[src/rtl/la_acq_ctrl.sv]
// Acquisition sequencer for the logic-analyzer capture RAM: host-armed, mask/value or
// external trigger, programmable pre/post-trigger split over a DEPTH-entry circular buffer.
module la_acq_ctrl #(
  parameter int unsigned ADDR_W   = 8,
  parameter int unsigned POST_RST = 128
) (
  input  logic              PCI_CLK,
  input  logic              PCI_RSTn,
  input  logic              cfg_we,
  input  logic [1:0]        cfg_addr,
  input  logic [31:0]       cfg_wdata,
  output logic [31:0]       cfg_rdata,
  input  logic [31:0]       trig_data,
  input  logic              ext_trig,
  output logic              wr_en,
  output logic [ADDR_W-1:0] wr_addr,
  output logic [ADDR_W-1:0] start_addr,
  output logic              done
);

  typedef enum logic [1:0] {
    StIdle  = 2'd0,
    StArmed = 2'd1,
    StTrig  = 2'd2,
    StDone  = 2'd3
  } state_e;

  localparam logic [1:0] AddrCtrl  = 2'd0;
  localparam logic [1:0] AddrMask  = 2'd1;
  localparam logic [1:0] AddrValue = 2'd2;
  localparam logic [1:0] AddrPost  = 2'd3;

  localparam logic [ADDR_W-1:0] AddrOne = ADDR_W'(1);
  localparam logic [ADDR_W-1:0] AddrMax = '1;

  state_e              state_q;
  logic                wr_en_q;
  logic [ADDR_W-1:0]   wr_addr_q;
  logic [ADDR_W-1:0]   start_addr_q;
  logic                done_q;
  logic [31:0]         mask_q;
  logic [31:0]         value_q;
  logic [ADDR_W-1:0]   post_q;
  logic                ext_en_q;
  logic [ADDR_W-1:0]   trig_addr_q;
  logic [ADDR_W-1:0]   pre_cnt_q;
  logic [ADDR_W-1:0]   post_cnt_q;

  logic                ctrl_wr;
  logic                arm;
  logic                abort;
  logic [ADDR_W-1:0]   pre;
  logic                hit;
  logic                qual_hit;
  logic                post_last;
  logic [ADDR_W-1:0]   addr_inc;
  logic [7:0]          trig_field;

  always_comb begin
    ctrl_wr   = cfg_we && (cfg_addr == AddrCtrl);
    arm       = ctrl_wr && cfg_wdata[0];
    abort     = ctrl_wr && cfg_wdata[1];
    // DEPTH-1-POST taken modulo DEPTH; the buffer then holds PRE + 1 + POST = DEPTH samples.
    pre       = AddrMax - post_q;
    hit       = ((trig_data & mask_q) == (value_q & mask_q)) || (ext_en_q && ext_trig);
    qual_hit  = hit && (pre_cnt_q == pre);
    post_last = (post_cnt_q == (post_q - AddrOne));
    addr_inc  = wr_addr_q + AddrOne;
    trig_field = 8'(trig_addr_q);
  end

  always_comb begin
    cfg_rdata = '0;
    case (cfg_addr)
      AddrCtrl: begin
        cfg_rdata[15:8] = trig_field;
        cfg_rdata[4]    = ext_en_q;
        cfg_rdata[3:2]  = state_q;
        cfg_rdata[0]    = done_q;
      end
      AddrMask:  cfg_rdata = mask_q;
      AddrValue: cfg_rdata = value_q;
      AddrPost:  cfg_rdata = 32'(post_q);
      default:   cfg_rdata = '0;
    endcase
  end

  // Configuration registers; POST is frozen while a capture is in flight.
  always_ff @(posedge PCI_CLK or negedge PCI_RSTn) begin
    if (!PCI_RSTn) begin
      mask_q   <= '0;
      value_q  <= '0;
      post_q   <= ADDR_W'(POST_RST);
      ext_en_q <= 1'b0;
    end else if (cfg_we) begin
      case (cfg_addr)
        AddrCtrl:  ext_en_q <= cfg_wdata[2];
        AddrMask:  mask_q   <= cfg_wdata;
        AddrValue: value_q  <= cfg_wdata;
        AddrPost: begin
          if (state_q == StIdle || state_q == StDone) post_q <= cfg_wdata[ADDR_W-1:0];
        end
        default: ;
      endcase
    end
  end

  // Capture sequencer with registered RAM write controls.
  always_ff @(posedge PCI_CLK or negedge PCI_RSTn) begin
    if (!PCI_RSTn) begin
      state_q      <= StIdle;
      wr_en_q      <= 1'b0;
      wr_addr_q    <= '0;
      start_addr_q <= '0;
      done_q       <= 1'b0;
      trig_addr_q  <= '0;
      pre_cnt_q    <= '0;
      post_cnt_q   <= '0;
    end else if (abort) begin
      state_q <= StIdle;
      wr_en_q <= 1'b0;
      done_q  <= 1'b0;
    end else if (arm) begin
      state_q   <= StArmed;
      wr_en_q   <= 1'b1;
      wr_addr_q <= '0;
      pre_cnt_q <= '0;
      done_q    <= 1'b0;
    end else begin
      unique case (state_q)
        StIdle: wr_en_q <= 1'b0;
        StArmed: begin
          if (pre_cnt_q != pre) pre_cnt_q <= pre_cnt_q + AddrOne;
          if (qual_hit) begin
            trig_addr_q <= wr_addr_q;
            post_cnt_q  <= '0;
            if (post_q == '0) begin
              // Trigger sample is the last one: buffer already full.
              state_q      <= StDone;
              wr_en_q      <= 1'b0;
              done_q       <= 1'b1;
              start_addr_q <= addr_inc;
            end else begin
              state_q   <= StTrig;
              wr_addr_q <= addr_inc;
            end
          end else begin
            wr_addr_q <= addr_inc;
          end
        end
        StTrig: begin
          if (post_last) begin
            state_q      <= StDone;
            wr_en_q      <= 1'b0;
            done_q       <= 1'b1;
            start_addr_q <= addr_inc;
          end else begin
            wr_addr_q  <= addr_inc;
            post_cnt_q <= post_cnt_q + AddrOne;
          end
        end
        StDone: ;
      endcase
    end
  end

  assign wr_en      = wr_en_q;
  assign wr_addr    = wr_addr_q;
  assign start_addr = start_addr_q;
  assign done       = done_q;

endmodule

[config.mk]
export PLATFORM = sky130hd
export DESIGN_NAME = la_acq_ctrl
export DESIGN_NICKNAME = d
export VERILOG_FILES = /design/src/rtl/la_acq_ctrl.sv
export SDC_FILE = /design/constraint.sdc
export NUM_CORES = 1
export LEC_CHECK = 0
export CELL_PAD_IN_SITES_DETAIL_PLACEMENT = 1
export CELL_PAD_IN_SITES_GLOBAL_PLACEMENT = 1
export CORE_MARGIN = 2
export CORE_UTILIZATION = 30
export CTS_BUF_LIST = sky130_fd_sc_hd__clkbuf_4 sky130_fd_sc_hd__clkbuf_8
export CTS_CLUSTER_DIAMETER = 120
export DETAILED_ROUTE_END_ITERATION = 10
export GPL_TIMING_DRIVEN = 0
export PLACE_DENSITY_LB_ADDON = 0.3
export SLEW_MARGIN = 20
export SYNTH_ARGS = -nofsm -noshare
export SYNTH_HDL_FRONTEND = slang
export SYNTH_SLANG_ARGS = --single-unit
[constraint.sdc]
create_clock -name PCI_CLK -period 3.49 [get_ports PCI_CLK]
set_input_delay 0.5235 -clock PCI_CLK [delete_from_list [all_inputs] [get_ports PCI_CLK]]
set_output_delay 0.5235 -clock PCI_CLK [all_outputs]
set_load 0.01 [all_outputs]
# --- Word-level counts from Yosys, hierarchy flattened ---
# Index checks and enable logic that the tools add are counted.
op_classes:
  addsub: 5
  mux: 39
  eq_ne: 19
  reduce_logical: 28
  bitwise_logic: 4
ops:
  columns: ["operator", "n"]
  rows:
  - ["$mux W8", 12]
  - ["$and A32 B32 Y32", 2]
  - ["$pmux W8 S2", 3]
  - ["$eq A32 B32 Y1", 1]
  - ["$pmux W16 S2", 1]
  - ["$pmux W8 S4", 1]
  - ["$add A8 B1 Y8 const B", 3]
  - ["$eq A8 B8 Y1", 2]
  - ["$ne A4 B4 Y1 const B", 4]
  - ["$reduce_and A4 Y1", 4]
  - ["$pmux W3 S4", 1]
  - ["$mux W1", 11]
  - ["$pmux W3 S3", 1]
  - ["$reduce_and A3 Y1", 3]
  - ["$eq A2 B2 Y1 const B", 4]
  - ["$logic_not A8 Y1", 1]
  - ["$mux W2", 4]
  - ["$ne A2 B2 Y1 const B", 4]
  - ["$ne A8 B8 Y1", 1]
  - ["$sub A8 B1 Y8 const B", 1]
  - ["$sub A8 B8 Y8 const A", 1]
  - ["$pmux W1 S3", 2]
  - ["$reduce_and A2 Y1", 3]
  - ["$reduce_and A6 Y1", 1]
  - ["other kinds (14)", 24]
word_totals:
  in_bits: 70
  word_cells: 107
  register_bits: 117
  output_inout_bits: 50

# --- Longest topological paths before layout ---
# Gate-level depths: netlist of run 1.
depth:
  word_depth: 8
  depth_mapped: 11
  depth_no_buf: 9

# --- Least setup slack after synthesis of run 1 ---
# Ideal clock, no wire load.
synth_timing:
  path_type: "reg2reg"
  startpoint: "register post_q[3]"
  endpoint: "register start_addr_q[1], in the netlist start_addr[1]"
  path_slack_ps: 394
  period_less_slack_ps: 3096
  t_arrival_ps: 2971
  stages_incl_launch_ff: 8
  setup_ps: 125
  path_buffers: 1
  cell_sequence: "dfrtp_1 buf_6 or4_4 or4_1 a222oi_1 a21boi_2 nor4_4 mux2_2"
synth_via:
  elab_chain_len: 5
synth_rtl:
  columns: ["item", "line", "source"]
  rows:
  - ["start: declaration", "43", "logic [ADDR_W-1:0] post_q;"]
  - ["start signal: assignment", "93", "post_q <= ADDR_W'(POST_RST);"]
  - ["start signal: assignment", "101", "if (state_q == StIdle || state_q == StDone) post_q <= cfg_wdata[ADDR_W-1:0];"]
  - ["$sub A8 B8 Y8", "64", "pre = AddrMax - post_q;"]
  - ["$eq A8 B8 Y1", "66", "qual_hit = hit && (pre_cnt_q == pre);"]
  - ["$logic_and A1 B1 Y1", "66", null]
  - ["$ne A2 B2 Y1 (no line)", null, null]
  - ["$reduce_and A6 Y1 (no line) (*)", null, null]
  - ["end signal: assignment", "142", "start_addr_q <= addr_inc;"]
  - ["end signal: assignment", "156", "start_addr_q <= addr_inc;"]
  - ["end: declaration", "39", "logic [ADDR_W-1:0] start_addr_q;"]
# Mark *: on every way between the ends. The rest lies on a longest branch, timed or not.
# A chain may end at the register's enable or synchronous reset.

# --- Final worst setup path of run 1 ---
layout_timing:
  startpoint: "input cfg_addr[0]"
  endpoint: "output cfg_rdata[0]"
layout_via:
  elab_chain_len: 2
layout_rtl:
  columns: ["item", "line", "source"]
  rows:
  - ["start: declaration", "10", "input logic [1:0] cfg_addr,"]
  - ["$eq A2 B2 Y1 (tied with other cells)", "74", "case (cfg_addr)"]
  - ["$pmux W1 S4 (*)", "74", null]
  - ["end: declaration", "12", "output logic [31:0] cfg_rdata,"]
# Marks and branches as above.

==> impl_metrics.ini, run 1 <==
[sta]
period_needed_ns = 3.389
min_period_over_period_pct = 97.10
hold_viol_final = 1
slew_viol_final = 0
setup_viol = 0
clock_skew_ns = 0.008902
holdWs_ns = -0.001217
fin_ws_ns = 0.1011
tightest_slew_ns = 0.8628
maxSlewHeadroom_pct = 42.48
fmax_ghz = 0.2951
grt_setup_unrepaired = no

[global_routing]
grt_pass1_wl_mm = 31.72
grt_max_degree = 68
grtUsageTotal_pct = 18.50
antenna_found_initial = 1
grt_remaining_overflow = 0
grt_pass1_vias = 5769

[drt]
vias_per_cell = 5.122
dr.pass1.iters = 8
vias = 5132
wire_per_inst_um = 20.14
drc = 0
routed_wl_mm = 20.18
antenna_left = 0
drt-initial-drc-count = 248

[power_and_ir_drop]
vdd_drop_max_mv = 0.2619
total_power_w = 0.005881
powerDensity_nw_per_um2 = 687.1
p_leak_nw = 3.569

[clock_network]
numCtsBuffers = 17
clock_latency_ns = 0.47
holdBufCountCts = 0
cts_htree_levels = 4
clockRootBuffer = clkbuf_8
clock_path_buffers = 2
clk_pin_slew_ns = 0.08
cts_sinks = 117
tritoncts = built

[setup_path]
start_kind = input pin
crit_type = in2out
setup.worst_path.end_class = output pin
rr_worst_depth = 9
r2r-end = start_addr[1]$_DFFE_PN0P_
arrival_ns = 2.87
critPathRequiredTime_ns = 2.97
reg2reg_setup_slack_ns = 0.28
r2r-start = post_q[5]$_DFFE_PN0P_
path_max_fanout = 10

[layout]
fill_cells = 2297
multi_input_area_um2 = 3313
layout.nets = 797
seq_area_um2 = 2929
drive_gt1_share_pct = 21.87
areaGrowthSynthToFinish_pct = 31.41
final_area_um2 = 8559
diodes = 0

[status]
status = complete, but fails checks
violations = hold timing

[floorplan]
die_x_um = 151.4
die_y_um = 151.4
ios = 120
coreArea_um2 = 21150
fp-row-count = 53
start_util_pct = 30.79
dieArea_um2 = 22910

[place]
dp_slack_ns = -0.6802
placed_cell_area_um2 = 8074
io_buffers = 118
gp_congestion = 0.8144
dp_hpwl_mm = 15.02

[synth]
synthCells = 575
ys.flop_type = dfrtp_1
syn_area_per_cell_um2 = 11.33
synth.ff_latch_count = 117
synth_edf_count = 0
syn_nets = 658
synth.distinct_cells = 62
syn-cell-area_um2 = 6514
synth-seq-area-share_pct = 44.97
ys_async_sr_fraction_pct = 100.0
synth_warnings = 0

[hold_path]
hold_class = in2async

[job]
drv_cap = 0
[cells in the final DEF (no fill, tap or decap), types with 10 or more instances in the layout]
cell type / count
a22oi_1: 40
and3_1: 11
clkbuf_1: 10
clkbuf_8: 19
clkdlybuf4s50_1: 117
dfrtp_1: 116
ha_1: 13
inv_1: 14
mux2_2: 87
nand2_1: 31
nand4_1: 11
nor2_1: 19
nor2b_1: 19
o21ai_0: 24
xnor2_1: 11
xor2_1: 50
[worst max path at each step]
stage                               start                   endpoint
floorplan           post_q[3]$_DFFE_PN0P_  start_addr[1]$_DFFE_PN0P_
global placement                 PCI_RSTn  start_addr[2]$_DFFE_PN0P_
detailed placement           trig_data[2]  start_addr[1]$_DFFE_PN0P_
CTS                           cfg_addr[0]              cfg_rdata[20]
global route                  cfg_addr[1]              cfg_rdata[13]
finish                        cfg_addr[0]               cfg_rdata[0]
[where the power goes]
| group | internal, W | switching, W |
|---|---|---|
| clock | 0.000803 | 0.000636 |
| combinational | 0.00126 | 0.00113 |
| sequential | 0.00170 | 0.000351 |
[state kept, by name (all words and copies together) (netlist names), 8 cells and up]
| signal | count |
|---|---|
| value_q | 32 |
| start_addr | 8 |
| pre_cnt_q | 8 |
| post_q | 8 |
| wr_addr | 8 |
| trig_addr_q | 8 |
| post_cnt_q | 8 |
| mask_q | 32 |
[area by class of cell]
class	count	share of cell area [%]
multi-input combinational	409	38.71
sequential	117	34.22
timing repair buffer	122	14.40
tap	275	4.020
clock buffer	18	2.894
buffer	33	2.807
clock inverter	14	2.339
inverter	14	0.6139
[critical path, cell delays in order]
cell             delay, ns
clkdlybuf4s50_1       0.45
inv_1                 0.13
ha_1                  0.15
clkbuf_1              0.23
buf_2                 0.35
a222oi_1              0.14
mux2i_1               0.29
clkdlybuf4s50_1       0.60
[routing by layer]
layer	global-route usage [%]	vias up	wire length [µm]
met3	4.639	29	980
li1	-	2395	-
met4	6.963	2	452
met1	22.33	2589	8645
met2	31.76	117	10100
met5	0	-	7
[stage by stage]
step	setup TNS [ns]	util, %	cells
2_1_floorplan	0	-	575
3_3_place_gp	-337.01	38.00	968
3_5_place_dp	-11.57	38.17	969
4_1_cts	0	40.44	1003
5_1_grt	0	40.46	1002
6_report	0	40.46	1002
[cell usage after synthesis, drive strengths merged, types with 4 or more instances]
cell type | instances | share of area (%)
nor2b | 19 | 1.8
nand3b | 9 | 1.0
ha | 13 | 2.5
nor2 | 20 | 1.2
o221ai | 5 | 0.67
clkbuf | 19 | 1.2
nand4 | 11 | 1.1
mux2 | 87 | 15
xnor2 | 11 | 1.5
a31oi | 5 | 0.48
nand2 | 31 | 1.8
a222oi | 9 | 1.4
o21ai | 24 | 1.8
inv | 14 | 0.81
xor2 | 50 | 6.7
buf | 14 | 1.6
nand3 | 9 | 0.77
a221o | 5 | 0.77
and3 | 12 | 1.2
dfrtp | 116 | 45
a22oi | 40 | 4.6
or3 | 4 | 0.42
mux2i | 6 | 0.92
[logic make-up (layout without fill, tap and decap cells)]
group	count (synthesis)	after routing	share of synthesized area, %
simple gates	132	132	11.26
flops	117	117	44.97
compound gates	110	110	12.68
mux	93	93	15.96
xor+xnor	61	61	8.202
buf+inv	49	201	4.437
fa+ha+maj	13	13	2.497
[timing repair]
action / in CTS / in global routing
setup endpoints to repair: 35 / 30
pin swaps: 1 / 1
cloned: 0 / 0
setup buffers: 2 / 1
resized for setup: 7 / 8
No activity file was read; power rests on OpenSTA's default activity.
==> run 2, diff against run 1 <==
--- a/config.mk
+++ b/config.mk
@@ -8,7 +8,7 @@
 export CELL_PAD_IN_SITES_DETAIL_PLACEMENT = 1
 export CELL_PAD_IN_SITES_GLOBAL_PLACEMENT = 1
 export CORE_MARGIN = 2
-export CORE_UTILIZATION = 30
+export CORE_UTILIZATION = 43
 export CTS_BUF_LIST = sky130_fd_sc_hd__clkbuf_4 sky130_fd_sc_hd__clkbuf_8
 export CTS_CLUSTER_DIAMETER = 120
 export DETAILED_ROUTE_END_ITERATION = 10
==> impl_metrics.ini, run 2 (synthesis results as in run 1) <==
[sta]
clock_skew_ns = 0.008975
slew_viol_final = 0
setup_viol = 0
maxSlewHeadroom_pct = 31.60
holdWs_ns = 0.01038
hold_viol_final = 0
tightest_slew_ns = 1.025
grt_setup_unrepaired = no
min_period_over_period_pct = 96.85
fmax_ghz = 0.2958
period_needed_ns = 3.380

[global_routing]
antenna_found_initial = 0
grtUsageTotal_pct = 25.43
grt_pass1_wl_mm = 31.77
grt_max_degree = 71
grt_pass1_vias = 5898
grt_remaining_overflow = 0

[setup_path]
crit_chain = clkdlybuf4s50_1, inv_1, ha_1, clkbuf_1, clkbuf_4, a222oi_1, mux2i_1, clkdlybuf4s50_1
cpMaxStageDelayCell = clkdlybuf4s50_1
critPathRequiredTime_ns = 2.97
slowest_delay_ns = 0.59
setup.worst_path.end_class = output pin
path_max_fanout = 10
arrival_ns = 2.86
start_kind = input pin
path_common_cell = clkdlybuf4s50_1
crit_type = in2out
reg2reg_setup_slack_ns = 0.25

[power_and_ir_drop]
powerDensity_nw_per_um2 = 694.3
switchingPower_w = 0.002135
total_power_w = 0.005855
p_clk_share_pct = 22.7
comb_power_share_pct = 41.9
p_leak_nw = 3.559
vdd_drop_max_mv = 0.3500
p_sw_share_pct = 36.47
p_seq_share_pct = 35.4
p_int_w = 0.003720

[clock_network]
holdBufCountCts = 0
tritoncts = built
clock_path_buffers = 2
clk_pin_slew_ns = 0.07
clock_latency_ns = 0.45
cts_htree_levels = 4
numCtsBuffers = 17
clockRootBuffer = clkbuf_8
cts_sinks = 117

[layout]
diodes = 0
mostFrequentLayoutCells = clkdlybuf4s50_1, dfrtp_1, mux2_2
largestRegisters = mask_q: 32 flops, value_q: 32 flops
seq_area_um2 = 2929
areaGrowthSynthToFinish_pct = 29.47
fill_cells = 1567
layout.nets = 796
multi_input_area_um2 = 3313
drive_gt1_share_pct = 22.04
final_common_cell = clkdlybuf4s50_1

[place]
gp_congestion = 0.8301
io_buffers = 118
dp_hpwl_mm = 14.40

[drt]
met1Wirelength_mm = 8.164
wl_met3_mm = 1.142
dr.pass1.iters = 5
vias_per_cell = 5.818
drc = 0
antenna_left = 0
routed_wl_mm = 19.84
vias = 5294
top_layer = met4
wire_per_inst_um = 21.80
dr_wl_met2_mm = 10.16
drt-initial-drc-count = 299

[hold_path]
hold_class = in2async

[floorplan]
coreArea_um2 = 14640
die_y_um = 127.1
fp-row-count = 44
dieArea_um2 = 16150
die_x_um = 127.1
start_util_pct = 44.48
ios = 120

[status]
status = complete, no violations

[job]
drv_cap = 0
-- run 2: final cells by class --
| type | instances | area share (%) |
|---|---|---|
| clock buffer | 19 | 3.101 |
| tap | 184 | 2.730 |
| inverter | 14 | 0.6231 |
| clock inverter | 13 | 1.855 |
| sequential | 117 | 34.73 |
| multi-input combinational | 409 | 39.29 |
| buffer | 32 | 2.908 |
| timing repair buffer | 122 | 14.76 |
-- run 2: path summary, 6_finish.rpt --
kind | to | cells past startpoint | start
max | cfg_rdata[2] | 8 | cfg_addr[1]
min | post_cnt_q[2]$_DFFE_PN0P_ | 1 | PCI_RSTn
max reg2reg | start_addr[3]$_DFFE_PN0P_ | 7 | post_q[5]$_DFFE_PN0P_
min reg2reg | start_addr[6]$_DFFE_PN0P_ | 1 | start_addr[6]$_DFFE_PN0P_
max in group asynchronous | post_q[7]$_DFFE_PN1P_ | 2 | PCI_RSTn
min in group PCI_CLK | start_addr[6]$_DFFE_PN0P_ | 1 | start_addr[6]$_DFFE_PN0P_
-- run 2: critical path: cells and delay by family --
| kind | cells | cell delay [ns] |
|---|---|---|
| buffers and inverters | 5 | 1.79 |
| AO/OA/AOI/OAI | 1 | 0.12 |
| adder cells (fa/ha/maj) | 1 | 0.15 |
| multiplexers | 1 | 0.27 |
-- run 2: layer usage --
layer,GRT usage (%),vias to the layer above
met5,0,-
met4,8.727,0
met3,7.161,31
met2,43.55,146
met1,30.97,2729
li1,-,2388
-- run 2: power groups by stage --
| stage | Clock [W] | Sequential, W | Combinational, W |
|---|---|---|---|
| after floorplan | 0 | 0.00201 | 0.00155 |
| after global placement | 0 | 0.00206 | 0.00227 |
| after detailed placement | 0 | 0.00209 | 0.00237 |
| after CTS | 0.00134 | 0.00207 | 0.00246 |
| after global routing | 0.00140 | 0.00212 | 0.00267 |
| final | 0.00133 | 0.00207 | 0.00245 |
-- run 2: per-stage QoR --
stage	util, %	instances	area (µm²)	TNS (ns)	setup slack (ns)
after detailed placement	54.36	878	7960	-12.12	-0.7407
after global routing	57.59	910	8433	0	0.008104
after floorplan	-	575	6514	0	0.3941
final	57.59	910	8433	0	0.1098
after CTS	57.48	911	8418	0	0.03823
after global placement	54.12	877	7925	-310.60	-2.584
-- run 2: repair_timing --
action	CTS	global route
endpoints found under the setup margin	38	25
endpoints found under the hold margin	0	0
cloned	0	0
setup buffers	3	0
resized for setup	7	14
pin swaps	2	0
==> run 3, diff against run 2 <==
--- a/config.mk
+++ b/config.mk
@@ -7,6 +7,7 @@
 export LEC_CHECK = 0
 export CELL_PAD_IN_SITES_DETAIL_PLACEMENT = 1
 export CELL_PAD_IN_SITES_GLOBAL_PLACEMENT = 1
+export CORE_ASPECT_RATIO = 0.6
 export CORE_MARGIN = 2
 export CORE_UTILIZATION = 43
 export CTS_BUF_LIST = sky130_fd_sc_hd__clkbuf_4 sky130_fd_sc_hd__clkbuf_8
==> impl_metrics.ini, run 3 (synthesis results as in run 1) <==
[status]
status = complete, no violations

[layout]
areaGrowthSynthToFinish_pct = 29.41
mostFrequentLayoutCells = clkdlybuf4s50_1, dfrtp_1, mux2_2
largestRegisters = mask_q: 32 flops, value_q: 32 flops
drive_gt1_share_pct = 22.04
final_common_cell = clkdlybuf4s50_1
seq_area_um2 = 2929
multi_input_area_um2 = 3313
diodes = 0
fill_cells = 1556
layout.nets = 797

[drt]
dr.pass1.iters = 6
routed_wl_mm = 21.10
drt-initial-drc-count = 376
drc = 0
vias = 5397
vias_per_cell = 5.841
wire_per_inst_um = 22.84
antenna_left = 0

[clock_network]
clock_path_buffers = 2
clk_pin_slew_ns = 0.08
cts_sinks = 117
cts_htree_levels = 4
clockRootBuffer = clkbuf_8
clock_latency_ns = 0.44
tritoncts = built
numCtsBuffers = 17

[sta]
min_period_over_period_pct = 98.00
holdWs_ns = 0.02218
setup_viol = 0
maxSlewHeadroom_pct = 30.42
tightest_slew_ns = 1.043
clock_skew_ns = 0.01619
period_needed_ns = 3.420
fmax_ghz = 0.2924
slew_viol_final = 0
fin_ws_ns = 0.06982
hold_viol_final = 0

[power_and_ir_drop]
powerDensity_nw_per_um2 = 692.9
vdd_drop_max_mv = 0.2928
p_leak_nw = 3.544
total_power_w = 0.005840

[hold_path]
hold_class = in2async

[floorplan]
die_x_um = 162.9
fp-row-count = 34
coreArea_um2 = 14630
start_util_pct = 44.51
dieArea_um2 = 16180
die_y_um = 99.34
ios = 120

[place]
gp_congestion = 0.8252
io_buffers = 118
dp_slack_ns = -0.6461
dp_hpwl_mm = 15.41

[global_routing]
antenna_found_initial = 0
grt_remaining_overflow = 0
grtUsageTotal_pct = 27.19
grt_pass1_vias = 5916
grt_pass1_wl_mm = 33.44
grt_max_degree = 70

[setup_path]
crit_type = in2out
setup.worst_path.end_class = output pin
cpMaxStageDelayCell = clkdlybuf4s50_1
slowest_delay_ns = 0.60
start_kind = input pin
path_max_fanout = 10
crit_chain = clkdlybuf4s50_1, inv_1, ha_1, clkbuf_1, clkbuf_4, a22oi_1, o21ai_0, clkdlybuf4s50_1
cp_top_family = buffers and inverters
arrival_ns = 2.90
critPathRequiredTime_ns = 2.97
path_common_cell = clkdlybuf4s50_1
critPathBufInv = 5

[job]
drv_cap = 0
[run 3: cell count changes in the layout (fill, tap and decap cells not counted), sizes merged]
cell	before	now
buf	20	21
clkbuf	34	32
bufinv	3	2
inv	14	17
clkinv	5	4
[run 3: repair_timing]
item / in CTS / in global routing
pin swaps: 3 / 1
buffers inserted: 3 / 1
endpoints found under the setup margin: 42 / 22
hold buffers: 0 / 0
gates resized for setup: 11 / 7
[run 3: cell type report]
| cell class | count | share of cell area [%] |
|---|---|---|
| clock inverters | 14 | 1.841 |
| multi-input cells | 409 | 39.31 |
| well taps | 198 | 2.939 |
| inverters | 14 | 0.6234 |
| repair buffers | 123 | 14.86 |
| flip-flops and latches | 117 | 34.75 |
| plain buffers | 32 | 2.909 |
| clock buffers | 17 | 2.776 |
[run 3: per-layer routing]
layer	vias up	GRT usage, %	wire, µm
li1	2396	-	-
met4	0	7.556	348
met2	173	41.95	9545
met5	-	0	0
met3	34	5.505	1090
met1	2794	39.09	10120
[run 3: final timing paths]
| check | from | slack, ns | to | cells past startpoint |
|---|---|---|---|---|
| hold reg to reg | trig_addr_q[1]$_DFFE_PN0P_ | 0.51 | trig_addr_q[1]$_DFFE_PN0P_ | 2 |
| max in group asynchronous | PCI_RSTn | 2.72 | post_q[7]$_DFFE_PN1P_ | 2 |
| hold / removal | PCI_RSTn | 0.02 | mask_q[16]$_DFFE_PN0P_ | 1 |
| min in group PCI_CLK | trig_addr_q[1]$_DFFE_PN0P_ | 0.51 | trig_addr_q[1]$_DFFE_PN0P_ | 2 |
| setup reg to reg | post_q[3]$_DFFE_PN0P_ | 0.28 | wr_en$_DFFE_PN0P_ | 9 |
| setup / recovery | cfg_addr[0] | 0.07 | cfg_rdata[12] | 8 |
[run 3: report_power, final]
group / internal [W] / switching, W / leakage, nW
clock: 0.000638 / 0.000631 / 0.181
combinational: 0.00128 / 0.00123 / 1.96
sequential: 0.00170 / 0.000363 / 1.41
total: 0.00362 / 0.00222 / 3.54
[run 3: stage by stage]
step | cells | utilization, % | TNS [ns] | instance area (µm²)
6_report | 924 | 57.60 | 0 | 8429
5_1_grt | 924 | 57.60 | -0.002294 | 8429
4_1_cts | 926 | 57.50 | 0 | 8414
3_5_place_dp | 892 | 54.51 | -12.58 | 7978
3_3_place_gp | 891 | 54.28 | -310.07 | 7943
2_1_floorplan | 575 | - | 0 | 6514
